===== config.mk =====
export PLATFORM = sky130hd
export DESIGN_NAME = datapath_mc
export DESIGN_NICKNAME = d
export VERILOG_FILES = /design/src/rtl/datapath_mc_pkg.sv /design/src/rtl/regfile_p.sv /design/src/rtl/datapath_mc.sv
export SDC_FILE = /design/constraint.sdc
export NUM_CORES = 1
export LEC_CHECK = 0
export ABC_AREA = 1
export CORE_ASPECT_RATIO = 2
export CORE_MARGIN = 2
export CORE_UTILIZATION = 54
export DETAILED_ROUTE_END_ITERATION = 16
export PLACE_DENSITY = 0.75
export SKIP_CTS_REPAIR_TIMING = 1
export SLEW_MARGIN = 20
export SYNTH_ARGS = -nofsm -noshare
export SYNTH_HDL_FRONTEND = slang
export SYNTH_HIERARCHICAL = 1
export SYNTH_SLANG_ARGS = --single-unit
export TNS_END_PERCENT = 30

===== constraint.sdc =====
create_clock -name clk -period 4.24 [get_ports clk]
set_input_delay 0.636 -clock clk [delete_from_list [all_inputs] [get_ports clk]]
set_output_delay 0.636 -clock clk [all_outputs]
set_load 0.02 [all_outputs]

===== src/rtl/datapath_mc_pkg.sv =====
// Shared encodings for the multicycle datapath: ALU ops, shifter modes and sequencer states.
package datapath_mc_pkg;

   typedef enum logic [1:0] {
      ALU_ADD = 2'b00,
      ALU_SUB = 2'b01,
      ALU_AND = 2'b10,
      ALU_MVN = 2'b11
   } alu_op_e;

   typedef enum logic [1:0] {
      SH_NONE = 2'b00,
      SH_LSL1 = 2'b01,
      SH_LSR1 = 2'b10,
      SH_ASR1 = 2'b11
   } shift_e;

   typedef enum logic [2:0] {
      IDLE  = 3'd0,
      LOADA = 3'd1,
      LOADB = 3'd2,
      LOAD  = 3'd3,
      EXEC  = 3'd4,
      WB    = 3'd5
   } state_e;

   localparam int STATUS_W = 3;

endpackage


===== src/rtl/regfile_p.sv =====
// General register file: synchronous write, combinational read.
// DATAPATH_MC_FAST_EN adds a second read port.
module regfile_p #(
   parameter int DW   = 16,
   parameter int NREG = 8,
   parameter int RW   = $clog2(NREG)
) (
   input  logic          clk,
   input  logic          reset_n,
   input  logic          we,
   input  logic [RW-1:0] wnum,
   input  logic [DW-1:0] wdata,
   input  logic [RW-1:0] rnum_a,
   output logic [DW-1:0] rdata_a
`ifdef DATAPATH_MC_FAST_EN
   ,
   input  logic [RW-1:0] rnum_b,
   output logic [DW-1:0] rdata_b
`endif
);

   logic [DW-1:0] regs_reg [NREG];

   always_ff @(posedge clk) begin
      if (!reset_n) begin
         for (int i = 0; i < NREG; i++) begin
            regs_reg[i] <= '0;
         end
      end else if (we) begin
         regs_reg[wnum] <= wdata;
      end
   end

   assign rdata_a = regs_reg[rnum_a];
`ifdef DATAPATH_MC_FAST_EN
   assign rdata_b = regs_reg[rnum_b];
`endif

endmodule


===== src/rtl/datapath_mc.sv =====
// Multicycle datapath with its own micro-sequencer: one start pulse per instruction, one done pulse back.
// DATAPATH_MC_FAST_EN merges LOADA/LOADB into a single LOAD state using a second read port.
module datapath_mc #(
   parameter int DW   = 16,
   parameter int NREG = 8,
   parameter int RW   = $clog2(NREG)
) (
   input  logic          clk,
   input  logic          reset_n,
   input  logic          start,
   input  logic [1:0]    alu_op,
   input  logic [1:0]    shift,
   input  logic [RW-1:0] rn,
   input  logic [RW-1:0] rm,
   input  logic [RW-1:0] rd,
   input  logic          a_zero,
   input  logic          use_imm,
   input  logic [DW-1:0] imm,
   input  logic          wb_en,
   input  logic          ext_write,
   input  logic [RW-1:0] ext_wnum,
   input  logic [DW-1:0] ext_wdata,
   output logic          busy,
   output logic          done,
   output logic [DW-1:0] c_out,
   output logic [2:0]    status
);
   import datapath_mc_pkg::*;

   state_e        state_reg, state_next;
   alu_op_e       alu_op_reg;
   shift_e        shift_reg;
   logic [RW-1:0] rn_reg, rm_reg, rd_reg;
   logic          a_zero_reg, use_imm_reg, wb_en_reg;
   logic [DW-1:0] imm_reg;
   logic [DW-1:0] a_reg, b_reg, c_reg;
   logic [STATUS_W-1:0] status_reg;

   logic          rf_we;
   logic [RW-1:0] rf_wnum, rf_rnum_a;
   logic [DW-1:0] rf_wdata, rf_rdata_a;
   logic          accept;
   logic [DW-1:0] ain, bin, b_shifted, alu_res;
   logic          alu_v;

   assign accept = (state_reg == IDLE) && start;

   // The register file has one write port: external writes own it in IDLE, writeback in WB.
   assign rf_we     = ((state_reg == IDLE) && ext_write) || ((state_reg == WB) && wb_en_reg);
   assign rf_wnum   = (state_reg == WB) ? rd_reg : ext_wnum;
   assign rf_wdata  = (state_reg == WB) ? c_reg : ext_wdata;
   assign rf_rnum_a = (state_reg == LOADB) ? rm_reg : rn_reg;

`ifdef DATAPATH_MC_FAST_EN
   logic [DW-1:0] rf_rdata_b;

   regfile_p #(.DW(DW), .NREG(NREG), .RW(RW)) u_rf (
      .clk     (clk),
      .reset_n (reset_n),
      .we      (rf_we),
      .wnum    (rf_wnum),
      .wdata   (rf_wdata),
      .rnum_a  (rf_rnum_a),
      .rdata_a (rf_rdata_a),
      .rnum_b  (rm_reg),
      .rdata_b (rf_rdata_b)
   );
`else
   regfile_p #(.DW(DW), .NREG(NREG), .RW(RW)) u_rf (
      .clk     (clk),
      .reset_n (reset_n),
      .we      (rf_we),
      .wnum    (rf_wnum),
      .wdata   (rf_wdata),
      .rnum_a  (rf_rnum_a),
      .rdata_a (rf_rdata_a)
   );
`endif

   always_comb begin
      b_shifted = b_reg;
      case (shift_reg)
         SH_LSL1: b_shifted = {b_reg[DW-2:0], 1'b0};
         SH_LSR1: b_shifted = {1'b0, b_reg[DW-1:1]};
         SH_ASR1: b_shifted = {b_reg[DW-1], b_reg[DW-1:1]};
         default: b_shifted = b_reg;
      endcase
   end

   assign ain = a_zero_reg ? '0 : a_reg;
   assign bin = use_imm_reg ? imm_reg : b_shifted;

   // Overflow: for SUB the effective B sign is inverted, so the "signs agree" test flips.
   always_comb begin
      alu_res = '0;
      alu_v   = 1'b0;
      case (alu_op_reg)
         ALU_ADD: begin
            alu_res = ain + bin;
            alu_v   = (ain[DW-1] == bin[DW-1]) && (alu_res[DW-1] != ain[DW-1]);
         end
         ALU_SUB: begin
            alu_res = ain - bin;
            alu_v   = (ain[DW-1] != bin[DW-1]) && (alu_res[DW-1] != ain[DW-1]);
         end
         ALU_AND: alu_res = ain & bin;
         default: alu_res = ~bin;
      endcase
   end

   always_comb begin
      state_next = state_reg;
      busy       = (state_reg != IDLE);
      done       = 1'b0;
      case (state_reg)
         IDLE: begin
            if (start) begin
`ifdef DATAPATH_MC_FAST_EN
               state_next = LOAD;
`else
               state_next = LOADA;
`endif
            end
         end
         LOADA:   state_next = LOADB;
         LOADB:   state_next = EXEC;
         LOAD:    state_next = EXEC;
         EXEC:    state_next = WB;
         WB: begin
            done       = 1'b1;
            state_next = IDLE;
         end
         default: state_next = IDLE;
      endcase
   end

   always_ff @(posedge clk) begin
      if (!reset_n) begin
         state_reg   <= IDLE;
         alu_op_reg  <= ALU_ADD;
         shift_reg   <= SH_NONE;
         rn_reg      <= '0;
         rm_reg      <= '0;
         rd_reg      <= '0;
         a_zero_reg  <= 1'b0;
         use_imm_reg <= 1'b0;
         wb_en_reg   <= 1'b0;
         imm_reg     <= '0;
         a_reg       <= '0;
         b_reg       <= '0;
         c_reg       <= '0;
         status_reg  <= '0;
      end else begin
         state_reg <= state_next;
         if (accept) begin
            alu_op_reg  <= alu_op_e'(alu_op);
            shift_reg   <= shift_e'(shift);
            rn_reg      <= rn;
            rm_reg      <= rm;
            rd_reg      <= rd;
            a_zero_reg  <= a_zero;
            use_imm_reg <= use_imm;
            wb_en_reg   <= wb_en;
            imm_reg     <= imm;
         end
         if (state_reg == LOADA) a_reg <= rf_rdata_a;
         if (state_reg == LOADB) b_reg <= rf_rdata_a;
`ifdef DATAPATH_MC_FAST_EN
         if (state_reg == LOAD) begin
            a_reg <= rf_rdata_a;
            b_reg <= rf_rdata_b;
         end
`endif
         if (state_reg == EXEC) begin
            c_reg      <= alu_res;
            status_reg <= {(alu_res == '0), alu_res[DW-1], alu_v};
         end
      end
   end

   assign c_out  = c_reg;
   assign status = status_reg;

endmodule


**Word-level counts from Yosys, hierarchy flattened**

Memory sizes are Yosys's and may differ from the RTL's.
Cells that the tools add are included.

- Shift-type cells: 0
- Mux-type cells: 18
- Eq/ne operators: 15
- Reductions and logical operators: 12
- Multiply operators: 0
- Bitwise operators: 2
- Magnitude comparators: 0
- Div/mod/pow operators: 0
- $add $sub $neg: 2

Operator list:

| operator | number |
|---|---|
| $pmux W16 S3 | 2 |
| $mux W16 | 4 |
| $add A16 B16 Y16 | 1 |
| $and A16 B16 Y16 | 1 |
| $logic_not A16 Y1 | 1 |
| $not A16 Y16 | 1 |
| $reduce_or A16 Y1 | 1 |
| $sub A16 B16 Y16 | 1 |
| $mux W3 | 4 |
| $pmux W3 S4 | 1 |
| $eq A2 B2 Y1 const B | 3 |
| $eq A3 B2 Y1 const B | 2 |
| $eq A3 B3 Y1 const B | 2 |
| $mux W1 | 6 |
| $logic_and A1 B1 Y1 | 5 |
| $eq A2 B1 Y1 const B | 2 |
| $eq A3 B1 Y1 const B | 1 |
| $logic_not A3 Y1 | 1 |
| $ne A1 B1 Y1 | 3 |
| $reduce_bool A3 Y1 | 1 |
| $logic_not A2 Y1 | 1 |
| $ne A2 B2 Y1 const B | 1 |
| $pmux W1 S2 | 1 |
| $reduce_or A2 Y1 | 1 |
| other kinds (2) | 2 |

- Input port bits: 55
- Memory bits (writable): 128
- Word-level logic and storage cells: 64
- Bits in registers: 86
- ROM bits: 0
- Output and inout port bits: 21
- Memories: 1
- Bits in latches: 0

Memories:

| memory | words | width | read ports | clocked after memory_dff | wr ports | line | RTL |
|---|---|---|---|---|---|---|---|
| u_rf.regs_reg | 8 | 16 | 1 | 0 | 8 | regfile_p.sv:22 | `logic [DW-1:0] regs_reg [NREG];` |

**Longest topological paths before layout**

Gate-level depths: netlist (run 1).

- Depth after elaboration: 8
- Depth in mapped cells: 22
- Depth with buffers taken out: 21

**Modules after synthesis**

The synthesis (run 1) kept the hierarchy.

Modules (own cells, without submodules):

| module | instances | cells an instance | area an instance (um^2) | sequential area each (um^2) |
|---|---|---|---|---|
| regfile_p | 1 | 734 | 6,319.8 | 3,843.7 |
| datapath_mc | 1 | 1,029 | 6,229.7 | 1,701.6 |

**Least setup slack after synthesis (run 1)**

Ideal clock, no wire load.

- Path type: reg-to-reg
- From: register state_reg[2]
- To: memory u_rf.regs_reg[2][0], enable pin
- Buffers on the path: 2
- Setup time: 372 ps
- Period minus slack after synthesis: 2,601 ps
- Data arrival time: 2,229 ps
- Cell stages (with the launch flop): 11
- Required time: 3,868 ps
- Slack: 1,639 ps
- Cell sequence: dfxtp_1 -> inv_2 -> nor3_2 -> inv_1 -> clkbuf_1 -> o21ai_0 -> inv_1 -> nor2_1 -> nand2_2 -> buf_6 -> nand2_1

RTL lines:

| what | line | RTL |
|---|---|---|
| from (decl) | datapath_mc.sv:30 | `state_e state_reg, state_next;` |
| from (signal assigned) | datapath_mc.sv:154 | `state_reg <= state_next;` |
| to (decl) | regfile_p.sv:22 |  |

**Worst setup path after layout (run 1)**

- From: register shift_reg[1]
- To: register status_reg[2] (netlist: status[2])

- Word-level cells in the longest chain between the ends: 6
- Elaborated cells between the ends (all ways): 11
- Those cells by class: add/sub: 2; eq/ne: 3; mux: 3; bitwise: 2; reduce/logical: 1

Ends and longest elaborated chain:

| what | line | RTL |
|---|---|---|
| from (decl) | datapath_mc.sv:32 | `shift_e shift_reg;` |
| from (signal assigned) | datapath_mc.sv:157 | `shift_reg <= shift_e'(shift);` |
| $eq A2 B2 Y1 or $eq A2 B1 Y1 (tied branches) | datapath_mc.sv:82 | `case (shift_reg)` |
| $pmux W16 S3 * | datapath_mc.sv:82 |  |
| $mux W16 * | datapath_mc.sv:91 | `assign bin = use_imm_reg ? imm_reg : b_shifted;` |
| $sub A16 B16 Y16, or another cell as far along | datapath_mc.sv:103 | `alu_res = ain - bin;` |
| $pmux W16 S3 * | datapath_mc.sv:97 | `case (alu_op_reg)` |
| $logic_not A16 Y1 * | datapath_mc.sv:176 | `status_reg <= {(alu_res == '0), alu_res[DW-1], alu_v};` |
| to (signal assigned) | datapath_mc.sv:176 |  |
| to (decl) | datapath_mc.sv:37 | `logic [STATUS_W-1:0] status_reg;` |

Mark *: on every way between the ends. The rest lies on a longest branch, timed or not.
A chain may end at the register's enable or synchronous reset.

==> flow_summary.toml, run 1 <==
[sta]
finalHoldViolCount = 0
layout_min_cycle_time_ns = 3.517
grt_setup_unrepaired = "no"
slew_headroom_pct = 24.38
slew_viol_final = 0
setup_violations = 0
fin_skew_ns = 0.01393
clock.fmax_mhz = 284.4
tns_ns = 0
tightest_slew_ns = 1.133
period_share_pct = 82.94

[logic_synthesis]
ys_ff_latch = 213
synth_ff_type = "edfxtp_1"
synth_edf_count = 128
synth_top_area_cell = "edfxtp_1"
syn-num-nets = 1855
async_flop_share_pct = 0
synth_top_cell_area_share_pct = 30.63
ys_types = 40
synthCells = 1763
yosysWarnings = 6
syn_avg_cell_area_um2 = 7.118
synth.area.top_cells = "edfxtp_1, nand2_1, dfxtp_1, inv_1, nand3_1"
ys_seq_area_share_pct = 44.19
syn_area_um2 = 12550

[worst_setup_path]
cpLargestDelayFamily = "simple AND/OR/NAND/NOR gates"
endpoint_kind = "flop"
r2r_setup_slack_ns = 0.72
crit_top_cell = "nand2_1"
crit_chain = "nor2_4 > inv_2 > o21ai_0 > o22ai_2 > ha_1 > nor2_1 > nand2_1 > inv_1 > nand2_1 > nand2_1 > nand2_1 > nand3_1 > nand4_1 > nor2_1 > nand2_1 > nor2_1 > nand3_1 > a21oi_2"
arrival_ns = 3.96
crit_type = "flop to flop"
crit_buf_inv = 2
start_kind = "flop"
cp_max_fo = 13
max_stage_delay_ns = 0.68
required_ns = 4.69
cpMaxStageDelayCell = "dfxtp_1"

[floorplanning]
io_pins = 76
rows = 78
initial_core_util_pct = 55.19
die_x_um = 111.8
core_um2 = 22740
fp.dieArea_um2 = 24550
die_h_um = 219.6

[finish]
layout-drive-gt1-share_pct = 4.483
post-route-util_pct = 61.77
area_growth_pct = 11.92
final_cells = 2088
final_nets = 1885
largest_register_ff_count = 128

[drt]
wl_per_cell_um = 18.74
postRouteAntennaNets = 0
wirelength_um = 39130
drtPass1Iterations = 5
drtIter0Drc = 595
drc = 0
via_per_inst = 5.419
vias = 11315

[global_route]
antenna_found_initial = 0
grt_overflow = 0
grtUsageTotal_pct = 32.02
grt_pass1_vias = 11474
grt_pass1_wl_um = 60260
grt_max_degree = 79

[clock_network]
cts_root_buffer = "clkbuf_16"
cts_made_buffers = 21
path_clk_slew_ns = 0.07
cts.sinks = 213
clockBufferDepth = 3
cts_tree = "yes"
clk_latency_ns = 0.52
cts_max_level = 1

[placement]
hpwl_um = 29890
port-buffer-count = 75
dpl.cell_count = 2050
place_congestion = 0.9744

[pwr]
leakage_nw = 6.667
powerDensity_nw_per_um2 = 416.7
ir_drop_mv = 0.4245

[job]
max-cap-violations = 0

[status]
outcome = "finished clean"

[min_path]
hold_class = "flop to flop"
-- cell type report --
cell class	count	area (um2)
Antenna cell	1	2.502
Clock buffer	31	650.6
Clock inverter	6	66.31
Fill cell	2076	8693
Inverter	323	1216
Multi-Input combinational cell	1147	5379
Sequential cell	213	5545
Tap cell	280	350.3
Timing Repair Buffer	87	835.8
-- cells by family (layout without fill, tap and decap cells) --
logic type      Yosys count  in the layout  share of synthesized area [%]
compound gates          244            244                          10.49
other cells               0              1                              0
flops                   213            213                          44.19
fa+ha+maj                37             37                          3.809
simple gates            864            864                          28.27
xor+xnor                  2              2                         0.1396
buf+inv                 403            447                          13.11
-- synth_stat cells (2+ instances only) --
cell        n
nand2_1   492
inv_1     317
nor2_1    192
nand3_1   144
edfxtp_1  128
a21oi_1   106
o21ai_0   106
dfxtp_1    85
clkbuf_1   43
ha_1       35
buf_2      22
nand4_1    11
buf_6      10
nand2_2     9
o22ai_1     8
inv_2       5
nor2_4      4
o211ai_1    4
o221ai_1    4
o22ai_2     4
and2_1      3
buf_4       3
o21ai_1     3
o21bai_1    3
a21oi_2     2
fa_1        2
nand2_4     2
nand3b_1    2
nor3_1      2
xor2_1      2
-- per-stage QoR --
stage / worst slack, ns / instance area (um2) / hold WS [ns] / total power, mW
after floorplan: 1.639 / 12550 / 0.4237 / 3.443
after global placement: 0.7825 / 13330 / 0.4370 / 3.916
after detailed placement: 0.8274 / 13330 / 0.4427 / 3.929
after CTS: 0.8056 / 14040 / 0.4532 / 5.864
after global routing: 0.5652 / 14040 / 0.4700 / 6.126
final: 0.7234 / 14050 / 0.4503 / 5.853
-- final timing paths --
check	from	endpoint	cells after the start
worst max-delay path	shift_reg[1]	status[2]	18
worst min-delay path	imm_reg[9]	imm_reg[9]	2
worst max register to register	shift_reg[1]	status[2]	18
worst min register to register	imm_reg[9]	imm_reg[9]	2
-- per-layer routing --
metal	share of wire, %	routed length (um)	track usage (%)
met4	7.5	2917	22.67
met1	32	12610	29.16
met3	3.9	1534	2.805
met2	56	22070	64.40
met5	0	0	0
-- where the power goes --
part           leakage [nW]  total, mW  switching (mW)  internal, mW
Sequential             2.02       2.38          0.0733          2.31
Combinational          4.29       1.53            1.06         0.466
Clock                 0.351       1.94           0.810          1.13
Total                  6.67       5.85            1.95          3.91
-- placed cells by master (no fill, tap or decap), types with 12 or more instances in the layout --
cell and count:
nand2_1 492, inv_1 317, nor2_1 192, nand3_1 143, edfxtp_1 128, a21oi_1 106, o21ai_0 103, dfxtp_1 85
clkdlybuf4s50_1 74, ha_1 35, clkbuf_16 24, buf_4 12
-- tightest hold or removal path, delay by kind of cell (launching register included) --
family	cells	cell delay, ns
DFF	1	0.31
AOI/OAI and AO/OA	1	0.05
buffers and inverters	1	0.05
Power figures use the tool's default switching activity.
==> run 2: changes to the inputs <==
==> constraint.sdc (replaced) <==
create_clock -name clk -period 3.6 [get_ports clk]
set_input_delay 0.54 -clock clk [delete_from_list [all_inputs] [get_ports clk]]
set_output_delay 0.54 -clock clk [all_outputs]
set_load 0.02 [all_outputs]
==> run 2 against run 1 <==
Wire length increased by 0.15%. Core utilization is 0.56 points higher. Global-route usage fell by 0.28 points.
==> flow_summary.toml, run 2 (same netlist as run 1, synthesis figures left out) <==
[floorplanning]
die_x_um = 111.8
fp.dieArea_um2 = 24550
rows = 78
io_pins = 76
core_um2 = 22740
initial_core_util_pct = 55.19
die_h_um = 219.6

[worst_setup_path]
crit_type = "flop to flop"
endpoint_kind = "flop"
r2r_cells = 17
critPathLaunch = "use_imm_reg"
arrival_ns = 3.77
rr_startpoint = "use_imm_reg"
worst_r2r_endpoint = "status[2]"
endpoint = "status[2]"
start_kind = "flop"
required_ns = 4.03
cp_max_fo = 9
r2r_setup_slack_ns = 0.27

[global_route]
antenna_found_initial = 0
grt_max_degree = 79
busiest_layer = "met2"
grtUsageMet2_pct = 61.96
met1_usage_pct = 30.23
grtUsageTotal_pct = 31.74
grt_pass1_vias = 11009
grt_overflow = 0
grt_pass1_wl_um = 59720
use_met3_pct = 2.915

[clock_network]
clk_latency_ns = 0.51
path_clk_slew_ns = 0.07
cts_made_buffers = 21
cts_max_level = 1
cts_root_buffer = "clkbuf_16"
clockBufferDepth = 3
cts.sinks = 213
cts_tree = "yes"

[drt]
postRouteAntennaNets = 0
wirelength_um = 39190
wl_per_cell_um = 18.65
drc = 0
via_per_inst = 5.396
drtPass1Iterations = 6
drtIter0Drc = 827
vias = 11338

[finish]
fillerInstances = 2105
layout-drive-gt1-share_pct = 5.327
final_cells = 2101
final_nets = 1901
layout_commonest_cell = "nand2_1"
final_cell_mix = "nand2_1, inv_1, nor2_1, nand3_1, edfxtp_1"
post-route-util_pct = 62.33
area_growth_pct = 12.94
n_antenna_cell = 0
largest_register_ff_count = 128

[pwr]
ir_drop_mv = 0.5504
power_mw = 6.932
powerDensity_nw_per_um2 = 489.1
leakage_nw = 6.733

[sta]
fin_skew_ns = 0.007430
clock.fmax_mhz = 300.0
layout_min_cycle_time_ns = 3.333
slew_viol_final = 0
grt_setup_unrepaired = "no"
finalHoldViolCount = 0
setup_violations = 0
whs_ns = 0.4453
period_share_pct = 92.59
slew_headroom_pct = 39.71
tns_ns = 0
tightest_slew_ns = 0.9022

[placement]
dpl.cell_count = 2064
port-buffer-count = 75
hpwl_um = 30250
place_congestion = 1.081

[min_path]
hold_class = "flop to flop"

[status]
outcome = "finished clean"

[job]
max-cap-violations = 0
run 2: cell types whose count changed in the layout (fill, tap and decap cells not counted), sizes merged:
| cell | change |
|---|---|
| clkinvlp | +2 |
| diode | -1 |
| buf | +16 |
| bufinv | +3 |
| inv | -1 |
| clkinv | +3 |
| clkbuf | -9 |
run 2: power breakdown:
group          leakage, nW  switching [mW]  internal [mW]
clock                0.335           0.913           1.35
sequential            2.03          0.0622           2.72
combinational         4.37            1.31          0.576
total                 6.73            2.29           4.65
run 2: worst max-delay path, cell delays in order, from the launching register on:
cell and delay [ns]:
dfxtp_1 0.49, clkinvlp_4 0.24, buf_2 0.21, o22ai_2 0.21
ha_1 0.36, nor2_1 0.32, nand2_1 0.10, nand2_1 0.13
inv_1 0.07, nand2_1 0.06, nand2_1 0.05, nand3_1 0.07
nand4_1 0.28, nor2_2 0.18, nand2_1 0.10, nor2_1 0.11
nand3_1 0.11, a21oi_2 0.15
run 2: layout make-up:
cell class	instances	area, um2	share of cell area [%]
Inverter	323	1219	8.598
Clock buffer	22	529.3	3.734
Clock inverter	13	168.9	1.192
Timing Repair Buffer	103	978.4	6.903
Multi-Input combinational cell	1147	5381	37.97
Sequential cell	213	5547	39.13
Tap cell	280	350.3	2.472
run 2: metal layers:
layer | wire length (um) | part of all wire (%)
met5 | 0 | 0
met4 | 3247 | 8.3
met3 | 1818 | 4.6
met2 | 21490 | 55
met1 | 12630 | 32
run 2: through the flow:
stage | area, um2 | setup slack, ns
after global routing | 14170 | 0.02680
after global placement | 13460 | 0.3563
after detailed placement | 13460 | 0.3353
after CTS | 14150 | 0.2834
final | 14170 | 0.2669
after floorplan | 12550 | 0.9994
run 2: how the worst min path moves through the flow:
| stage | start | endpoint | slack [ns] | cells past startpoint |
|---|---|---|---|---|
| 2_1_floorplan | imm_reg[10] | imm_reg[10] | 0.42 | 2 |
| 3_3_place_gp | rd_reg[2] | rd_reg[2] | 0.43 | 2 |
| 3_5_place_dp | imm_reg[14] | imm_reg[14] | 0.44 | 2 |
| 4_1_cts | reset_n | rd_reg[2] | 0.44 | 3 |
| 5_1_grt | imm_reg[14] | imm_reg[14] | 0.47 | 2 |
| 6_report | imm_reg[14] | imm_reg[14] | 0.45 | 2 |
==> run 3: changes to the inputs <==
==> constraint.sdc (replaced) <==
create_clock -name clk -period 3.6 [get_ports clk]
set_input_delay 0.36 -clock clk [delete_from_list [all_inputs] [get_ports clk]]
set_output_delay 0.36 -clock clk [all_outputs]
set_load 0.02 [all_outputs]
==> run 3 against run 2 <==
Global-route usage rose by 0.31 points. Sequential share of layout area rose by 0.16 points. Final cell count barely moved. Die area did not move. Core utilization fell by 0.27 points. Clock skew rose by 0.0026 ns. Clock power fell by 4%. Fmax fell by 0.10%. First-iteration DRC count fell by 9.1%. Worst hold slack got worse by 0.16 ns. Register-to-register slack barely moved. Non-clock buffer count fell by 3.
==> flow_summary.toml, run 3 (same netlist as run 1, synthesis figures left out) <==
[status]
outcome = "finished clean"

[finish]
largest_register_ff_count = 128
layout_commonest_cell = "nand2_1"
area_growth_pct = 12.45
layout-drive-gt1-share_pct = 5.055
final_nets = 1898
n_antenna_cell = 0
final_cell_mix = "nand2_1, inv_1, nor2_1, nand3_1, edfxtp_1"

[worst_setup_path]
cpMaxStageDelayCell = "dfxtp_1"
r2r_setup_slack_ns = 0.26
required_ns = 4.03
cp_max_fo = 9
start_kind = "flop"
crit_top_cell = "nand2_1"
max_stage_delay_ns = 0.49
crit_chain = "buf_4 > a21oi_1 > nand2_1 > o21ai_2 > inv_1 > ha_1 > inv_1 > fa_1 > inv_1 > nand3_1 > nand2_1 > nand2_1 > nand2_1 > nand2_1 > nand3_1 > nand4_1 > nor2_1 > nand2_1 > nor2_1 > nand3_1 > a21oi_2"
crit_type = "flop to flop"
endpoint_kind = "flop"
arrival_ns = 3.77

[pwr]
leakage_nw = 6.704
powerDensity_nw_per_um2 = 483.3
ir_drop_mv = 0.4419

[min_path]
hold_class = "input port to flop"

[clock_network]
clk_latency_ns = 0.51
path_clk_slew_ns = 0.06
cts_made_buffers = 21
clockBufferDepth = 3
cts_max_level = 1
cts_root_buffer = "clkbuf_16"
cts.sinks = 213
cts_tree = "yes"

[global_route]
grt_overflow = 0
grt_pass1_wl_um = 60220
grtUsageTotal_pct = 32.05
grt_pass1_vias = 11176
grt_max_degree = 79
antenna_found_initial = 0

[placement]
hpwl_um = 30370
place_congestion = 1.082
dp_worst_setup_slack_ns = 0.3466
port-buffer-count = 75

[job]
max-cap-violations = 0

[floorplanning]
initial_core_util_pct = 55.19
core_um2 = 22740
rows = 78
io_pins = 76
fp.dieArea_um2 = 24550
die_x_um = 111.8
die_h_um = 219.6

[drt]
wl_per_cell_um = 18.65
postRouteAntennaNets = 0
via_per_inst = 5.387
drc = 0
wirelength_um = 39170
vias = 11312
drtIter0Drc = 752
drtPass1Iterations = 6

[sta]
fin_skew_ns = 0.01006
tns_ns = 0
tightest_slew_ns = 0.8469
worst_slack_ns = 0.2635
slew_viol_final = 0
slew_headroom_pct = 43.40
finalHoldViolCount = 0
setup_violations = 0
clock.fmax_mhz = 299.7
period_share_pct = 92.68
grt_setup_unrepaired = "no"
layout_min_cycle_time_ns = 3.337
[run 3: per-layer routing]
layer / wire length [um] / GRT usage [%] / vias up
li1: - / - / 5603
met1: 12800 / 30.35 / 5192
met2: 21860 / 62.95 / 355
met3: 1455 / 3.108 / 162
met4: 3062 / 22.67 / 0
met5: 0 / 0 / -
[run 3: path summary, 6_finish.rpt]
check,start,end,cells past startpoint
setup / recovery,shift_reg[1],status[2],21
hold / removal,reset_n,rd_reg[2],3
setup reg to reg,shift_reg[1],status[2],21
hold reg to reg,imm_reg[13],imm_reg[13],2
[run 3: area by class of cell]
class	instances	area, um2
Sequential cell	213	5545
Tap cell	280	350.3
Clock buffer	24	536.8
Multi-Input combinational cell	1147	5379
Fill cell	2090	8627
Timing Repair Buffer	100	958.4
Inverter	323	1215
Clock inverter	13	127.6
[run 3: critical path, delay by kind of cell, from the launching register on]
family | cells | cell delay, ns
AOI/OAI and AO/OA | 3 | 0.27
and+or+nand+nor | 12 | 1.36
adders and majority gates | 2 | 0.65
DFF | 1 | 0.49
buffers and inverters | 4 | 0.50
[run 3: metrics by stage]
step | util (%) | cell area, um2 | instances | hold WS (ns) | power, mW
after floorplan | - | 12550 | 1763 | 0.4237 | 4.055
after global placement | 59.14 | 13450 | 2063 | 0.4349 | 4.663
final | 62.06 | 14110 | 2100 | 0.2858 | 6.821
after global routing | 62.06 | 14110 | 2100 | 0.3263 | 7.136
after detailed placement | 59.14 | 13450 | 2063 | 0.4366 | 4.680
after CTS | 62.06 | 14110 | 2100 | 0.2729 | 6.829
[run 3: report_power, final]
group | switching (mW) | internal (mW)
clock network | 0.940 | 1.22
logic | 1.31 | 0.570
registers | 0.0610 | 2.72
